==> src/rtl/simple_spi.sv <==
// Mode-0 SPI master (CPOL=0, CPHA=0, MSB first) with a programmable transfer
// length of 1..reg_width bits; each serial bit spans two sys_clk cycles.
module simple_spi #(
  parameter int reg_width = 16
) (
  input  logic                 sys_clk,
  input  logic                 rst,
  input  logic                 t_begin,
  input  logic [reg_width-1:0] data_in,
  input  logic [reg_width:0]   t_size,
  output logic [reg_width-1:0] data_out,
  output logic                 cs,
  output logic                 spi_clk,
  output logic                 mosi,
  input  logic                 miso
);

  localparam int CW = $clog2(reg_width + 1);

  typedef enum logic [1:0] {
    IDLE,
    TRANSFER,
    FINISH
  } state_t;

  state_t               state_q, state_d;
  logic [reg_width-1:0] tx_q, tx_d;
  logic [reg_width-1:0] rx_q, rx_d;
  logic [reg_width-1:0] dout_q, dout_d;
  logic [CW-1:0]        bits_q, bits_d;
  logic [CW-1:0]        len_q, len_d;
  logic                 cs_q, cs_d;
  logic                 sclk_q, sclk_d;
  logic                 mosi_q, mosi_d;

  logic [CW-1:0]        eff_len;
  logic [CW-1:0]        shamt;
  logic [reg_width-1:0] tx_start;

  // Oversized requests clamp to the register width; the transmit word is
  // left-aligned so the first bit to send always sits in the MSB.
  assign eff_len  = (t_size > (reg_width + 1)'(reg_width)) ? CW'(reg_width) : t_size[CW-1:0];
  assign shamt    = CW'(reg_width) - eff_len;
  assign tx_start = data_in << shamt;

  always_comb begin
    state_d = state_q;
    tx_d    = tx_q;
    rx_d    = rx_q;
    dout_d  = dout_q;
    bits_d  = bits_q;
    len_d   = len_q;
    cs_d    = cs_q;
    sclk_d  = sclk_q;
    mosi_d  = mosi_q;
    case (state_q)
      IDLE: begin
        cs_d   = 1'b1;
        sclk_d = 1'b0;
        mosi_d = 1'b0;
        if (t_begin && (eff_len != '0)) begin
          tx_d    = tx_start;
          len_d   = eff_len;
          rx_d    = '0;
          bits_d  = '0;
          cs_d    = 1'b0;
          mosi_d  = tx_start[reg_width-1];
          state_d = TRANSFER;
        end
      end
      TRANSFER: begin
        if (!sclk_q) begin
          sclk_d = 1'b1;
          rx_d   = {rx_q[reg_width-2:0], miso};
          bits_d = bits_q + CW'(1);
        end else begin
          sclk_d = 1'b0;
          if (bits_q == len_q) begin
            state_d = FINISH;
          end else begin
            // Rotate rather than shift so every transmit bit stays live.
            tx_d   = {tx_q[reg_width-2:0], tx_q[reg_width-1]};
            mosi_d = tx_q[reg_width-2];
          end
        end
      end
      FINISH: begin
        cs_d    = 1'b1;
        sclk_d  = 1'b0;
        mosi_d  = 1'b0;
        dout_d  = rx_q;
        state_d = IDLE;
      end
      default: begin
        state_d = IDLE;
      end
    endcase
  end

  always_ff @(posedge sys_clk) begin
    if (!rst) begin
      state_q <= IDLE;
      tx_q    <= '0;
      rx_q    <= '0;
      dout_q  <= '0;
      bits_q  <= '0;
      len_q   <= '0;
      cs_q    <= 1'b1;
      sclk_q  <= 1'b0;
      mosi_q  <= 1'b0;
    end else begin
      state_q <= state_d;
      tx_q    <= tx_d;
      rx_q    <= rx_d;
      dout_q  <= dout_d;
      bits_q  <= bits_d;
      len_q   <= len_d;
      cs_q    <= cs_d;
      sclk_q  <= sclk_d;
      mosi_q  <= mosi_d;
    end
  end

  assign data_out = dout_q;
  assign cs       = cs_q;
  assign spi_clk  = sclk_q;
  assign mosi     = mosi_q;

endmodule

==> config.mk <==
export PLATFORM = sky130hd
export DESIGN_NAME = simple_spi
export DESIGN_NICKNAME = d
export VERILOG_FILES = /design/src/rtl/simple_spi.sv
export SDC_FILE = /design/constraint.sdc
export NUM_CORES = 1
export LEC_CHECK = 0
export ABC_AREA = 0
export BUFFER_PORTS_ARGS = -buffer_cell sky130_fd_sc_hd__buf_2
export CAP_MARGIN = 20
export CORE_UTILIZATION = 51
export CTS_CLUSTER_DIAMETER = 50
export DETAILED_ROUTE_END_ITERATION = 12
export PLACE_DENSITY = 0.87
export SETUP_SLACK_MARGIN = 0.5
export SYNTH_ARGS = -nofsm -noshare
export SYNTH_HDL_FRONTEND = slang
export SYNTH_SLANG_ARGS = --single-unit
==> constraint.sdc <==
create_clock -name sys_clk -period 3.1 [get_ports sys_clk]
set_input_delay 0.155 -clock sys_clk [delete_from_list [all_inputs] [get_ports sys_clk]]
set_output_delay 0.155 -clock sys_clk [all_outputs]
set_load 0.03 [all_outputs]
After elaboration in Yosys (flattened, before gate mapping)
Index checks and enable logic that the tools add are counted.
Widths: inputs -> output; s select.
{"block": "word_totals", "elab_cells": 57, "output_inout_bits": 19, "input_bits": 37, "regBits": 63}
{"block": "op_classes", "shifts": 1, "n_addsub": 2, "n_mux": 23, "reduce_logical": 13, "magnitude_cmp": 1, "n_eq_ne": 8}
{"operator": "$mux 16", "count": 5}
{"operator": "$pmux 16 s2", "count": 2}
{"operator": "$gt 17x5->1 const B", "count": 1}
{"operator": "$shl 16x5->16", "count": 1}
{"operator": "$mux 5", "count": 3}
{"operator": "$ne 2x2->1 const B", "count": 5}
{"operator": "$pmux 5 s2", "count": 1}
{"operator": "$reduce_and 3->1", "count": 3}
{"operator": "$mux 2", "count": 3}
{"operator": "$reduce_bool 2->1", "count": 3}
{"operator": "$add 5x1->5 const B", "count": 1}
{"operator": "$eq 5x5->1", "count": 1}
{"operator": "$mux 1", "count": 5}
{"operator": "$reduce_bool 5->1", "count": 1}
{"operator": "$sub 5x5->5 const A", "count": 1}
{"operator": "$pmux 1 s2", "count": 2}
{"operator": "$pmux 2 s2", "count": 1}
{"operator": "$reduce_and 4->1", "count": 1}
{"operator": "$pmux 1 s3", "count": 1}
{"operator": "$reduce_bool 3->1", "count": 1}
{"operator": "$eq 2x1->1 const B", "count": 1}
{"operator": "$eq 2x2->1 const B", "count": 1}
{"operator": "$logic_not 2->1", "count": 1}
{"operator": "$reduce_and 2->1", "count": 1}
{"operator": "2 further kinds", "count": 2}

Longest topological paths before layout
{"block": "logic_depth", "word_depth": 6, "mapped_depth": 13, "ltp_nobuf": 13}

Worst setup path before layout
No wires, ideal clock.
{"block": "synth_timing", "path_type": "input port to flip-flop", "start": "in t_size[8]", "end": "reg tx_q[11]", "stages": 13, "setup_ns": 0.116, "arrival_ns": 2.866, "required_ns": 2.984, "path_buffers": 1, "slack_ns": 0.118, "cell_sequence": "nor3_1 -> nand4_1 -> clkinv_1 -> nand2_1 -> ha_1 -> o21a_1 -> ha_1 -> nand3b_1 -> a21boi_0 -> a21oi_1 -> clkbuf_1 -> o211ai_1 -> o211a_1"}
{"block": "synth_between", "elab_chain_cells": 6, "elab_cells_between_ends": 10, "classes_between": "add/sub (1); order compare (1); eq/ne (1); shift (1); mux (3); reduce/logical (3)"}
{"element": "from (decl)", "line_no": "10", "source": "input logic [reg_width:0] t_size,"}
{"element": "$gt 17x5->1 (*)", "line_no": "42", "source": "assign eff_len = (t_size > (reg_width + 1)'(reg_width)) ? CW'(reg_width) : t_size[CW-1:0];"}
{"element": "$mux 5 (*)", "line_no": "42"}
{"element": "$sub 5x5->5 or $reduce_bool 5->1 (tied branches)", "line_no": "43, 61"}
{"element": "$shl 16x5->16 or $logic_and 1x1->1 (tied branches)", "line_no": "44, 61"}
{"element": "$mux 16 or $ne 2x2->1 (tied branches)"}
{"element": "$pmux 16 s2 or $reduce_and 4->1 (tied branches)"}
{"element": "to (signal assigned)", "line_no": "113", "source": "tx_q <= tx_d;"}
{"element": "to (decl)", "line_no": "27", "source": "logic [reg_width-1:0] tx_q, tx_d;"}
Every way passes the cells marked *; elsewhere a longest branch is shown, timed or not. The select of a mux whose other input is x is not followed.
A chain may end at the register's enable or synchronous reset.

Final worst setup path
{"block": "layout_timing", "start": "in t_size[16]", "end": "reg tx_q[6]"}
The elaborated chain is that of the path after synthesis.

==> flow_summary.toml <==
[status]
outcome = "complete, no violations"

[layout]
stdcell_area_mm2 = 0.00418
drive_above_1_share = 0.274
fill_cells = 510
final_cell_mix = "dfxtp_1, nor2_1, buf_2"
layout_commonest_cell = "dfxtp_1"
layout.nets = 484
area_delta_synth_final_pct = 19.8
n_antenna_cell = 0

[sta]
fin_skew_ps = 7.06
rsz0062_at_grt = "yes"
fmax_mhz = 400
fin_crit_sh = 0.807
setup_ws_ps = 598
setup_viol = 0
relSlewSlack = 0.394
worstMarginPinSlew_ps = 908
slew_violations = 0
final_hold_viol_count = 0
finalCriticalPeriod_ps = 2500
final.setup.tns_ps = 0

[worst_hold_path]
holdPathStages = 3
hold_path_end = "rx_q[0]$_SDFFE_PN0P_"
hold_path.startpoint = "miso"
hp-class = "input pin to flop"

[route]
wire_per_inst_um = 16.9
drt_iter0_drc = 336
ant_nets = 0
wl_um = 8830
drtPass1Iterations = 5
drc = 0
via_per_inst = 6.20
vias = 3237

[global_routing]
antenna_found_initial = 0
grt_max_degree = 55
grt_usage = 0.250
grt_pass1_wl_um = 14200
grt-ovfl-total = 0
grt_pass1_vias = 2886

[placed_design]
gp_congestion = 0.970
dp_slack_ps = 189
io_buffer_count = 55
placed_cell_area_mm2 = 0.00392
dpl.hpwl_um = 6130

[worst_setup_path]
reg2reg_from = "state_q[0]$_SDFFE_PN0P_"
worstReg2RegEnd = "tx_q[10]$_SDFFE_PN0P_"
worst_ep_arrival_time_ps = 2750
critical_path_class = "input pin to flop"
path_cells = "buf_2 > nor4_4 > and4_4 > inv_6 > ha_4 > o21a_1 > ha_1 > nand3b_1 > a21boi_4 > a21oi_4 > buf_12 > nor2_1 > a311oi_1"
start_kind = "input pin"
cp_slowest_stage_delay_ps = 370
rrSetupSlack_ps = 900
cp-end-kind = "flop"
cp.required_ps = 3340
worst-path-max-fanout = 19
cp_slowest_cell = "nor4_4"
reg2regPathDepth = 8

[yosys]
synth_top_area_share = 0.362
yosys_register_bits = 63
ys_async_sr_fraction = 0
synth-xor-area-share = 0.0323
synth-compound-area-share = 0.194
yosys.area_share.adder = 0.0251
synth.area.mux_share = 0.167
synth_top_family_by_area = "compound AO/OA/AOI/OAI gates"
synth.area.top_cells = "dfxtp_1, mux2i_1, mux4_2"
avgSynthCellArea_um2 = 9.17
yosysSeqAreaShare = 0.362
ys.flop_type = "dfxtp_1"
synth-simple-area-share = 0.181
synth_edf_count = 0
synth_nets = 424
yosysTopAreaCell = "dfxtp_1"
ys_warn_count = 0
syn_inst = 380
synthesis.area_mm2 = 0.00349
synth.distinct_cells = 56

[die]
core_mm2 = 0.00646
dieArea_mm2 = 0.00717
die_x_um = 84.7
fp-row-count = 29
io-pin-count = 56
start_util = 0.540
die_height_um = 84.7

[clock_tree]
cts_buffer_depth = 2
clk_pin_slew_ps = 80
postCtsHoldBufs = 0
cts_tree = "yes"
h-tree-depth = 3
clkLatencyLatePin_ps = 340
clock_sinks = 63
cts_buffers = 9
root_buffer = "clkbuf_8"

[run]
max_cap_viol_count = 0

[power]
p_per_area_mw_per_mm2 = 487
leakagePower_nw = 1.64
vdd_drop_max_mv = 0.334
[metrics by stage]
stage	hold WS [ps]	utilization	instances	power, mW
global route	91.7	0.647	522	2.12
global placement	397	0.607	503	1.23
finish	66.9	0.647	522	2.04
CTS	59.5	0.641	519	2.03
floorplan	302	-	380	1.13
detailed placement	403	0.607	503	1.24
[area by class of cell]
| type | count | area [um^2] | area share |
|---|---|---|---|
| Sequential cell | 63 | 1260 | 0.302 |
| Tap cell | 77 | 96.3 | 0.0231 |
| Timing Repair Buffer | 71 | 408 | 0.0977 |
| Clock buffer | 9 | 124 | 0.0297 |
| Inverter | 8 | 36.3 | 0.00869 |
| Clock inverter | 7 | 96.3 | 0.0231 |
| Multi-Input combinational cell | 287 | 2150 | 0.516 |
[sequential cells by signal, indices dropped and copies added (netlist names)]
signal / flops
data_out: 16
rx_q: 16
tx_q: 16
bits_q: 5
len_q: 5
state_q: 2
cs: 1
mosi: 1
spi_clk: 1
[cells in the mapped netlist, types with 2 or more instances]
library cell / count
xnor2_1: 7
nor4_4: 2
o221a_2: 2
and3_1: 3
a31oi_1: 3
nor4_1: 3
inv_1: 5
a21o_1: 2
nor3_1: 7
or2_2: 2
nor2b_1: 2
and2_1: 3
nor2_1: 57
a21oi_1: 16
clkbuf_1: 16
dfxtp_1: 63
a311oi_1: 5
xor2_1: 4
nor3b_1: 6
o21ai_0: 15
a41oi_1: 2
nand2_1: 20
mux4_2: 10
a211oi_1: 11
o22ai_1: 2
a22oi_1: 23
nand3_1: 9
and4_1: 3
o211ai_1: 2
nand4_1: 3
nand3b_1: 2
nand2b_1: 3
mux2i_1: 33
buf_6: 2
buf_2: 3
ha_1: 7
o211a_1: 3
[where the power goes]
group | switching (mW) | total [mW] | internal [mW]
Sequential | 0.0283 | 0.878 | 0.850
Clock | 0.335 | 0.790 | 0.455
Combinational | 0.221 | 0.368 | 0.147
[routing by layer]
layer | vias to the layer above | wire, um | global-route usage
li1 | 1539 | - | -
met1 | 1553 | 4030 | 0.347
met2 | 131 | 4130 | 0.390
met3 | 14 | 511 | 0.0570
met4 | 0 | 161 | 0.0786
met5 | - | 0 | 0
[critical path: cells and delay by family]
family | cells | cell delay (ps)
simple gates | 4 | 990
compound gates | 4 | 850
fa+ha+maj | 2 | 380
buf+inv | 3 | 360
[cell families after synthesis]
kind of cell,after synthesis
flip-flops,63
XOR/XNOR,12
multiplexers,45
adder cells (fa/ha/maj),7
AO/OA/AOI/OAI,96
AND/OR/NAND/NOR,127
buffers and inverters,30
[timing repair]
item	CTS	global route
setup buffers	0	3
pin swaps	0	1
gates resized for setup	1	5
setup endpoints to repair	10	27
[worst max-delay path by stage]
stage	cells after the start	to	from	slack, ps
final	13	tx_q[6]$_SDFFE_PN0P_	t_size[16]	600
after detailed placement	11	mosi$_SDFFE_PN0P_	t_size[16]	190
after global routing	13	tx_q[14]$_SDFFE_PN0P_	t_size[16]	470
after global placement	11	mosi$_SDFFE_PN0P_	t_size[9]	260
after floorplan	13	tx_q[10]$_SDFFE_PN0P_	t_size[9]	510
after CTS	13	tx_q[10]$_SDFFE_PN0P_	t_size[16]	490
Note: power is estimated with default switching activity, not from simulation.
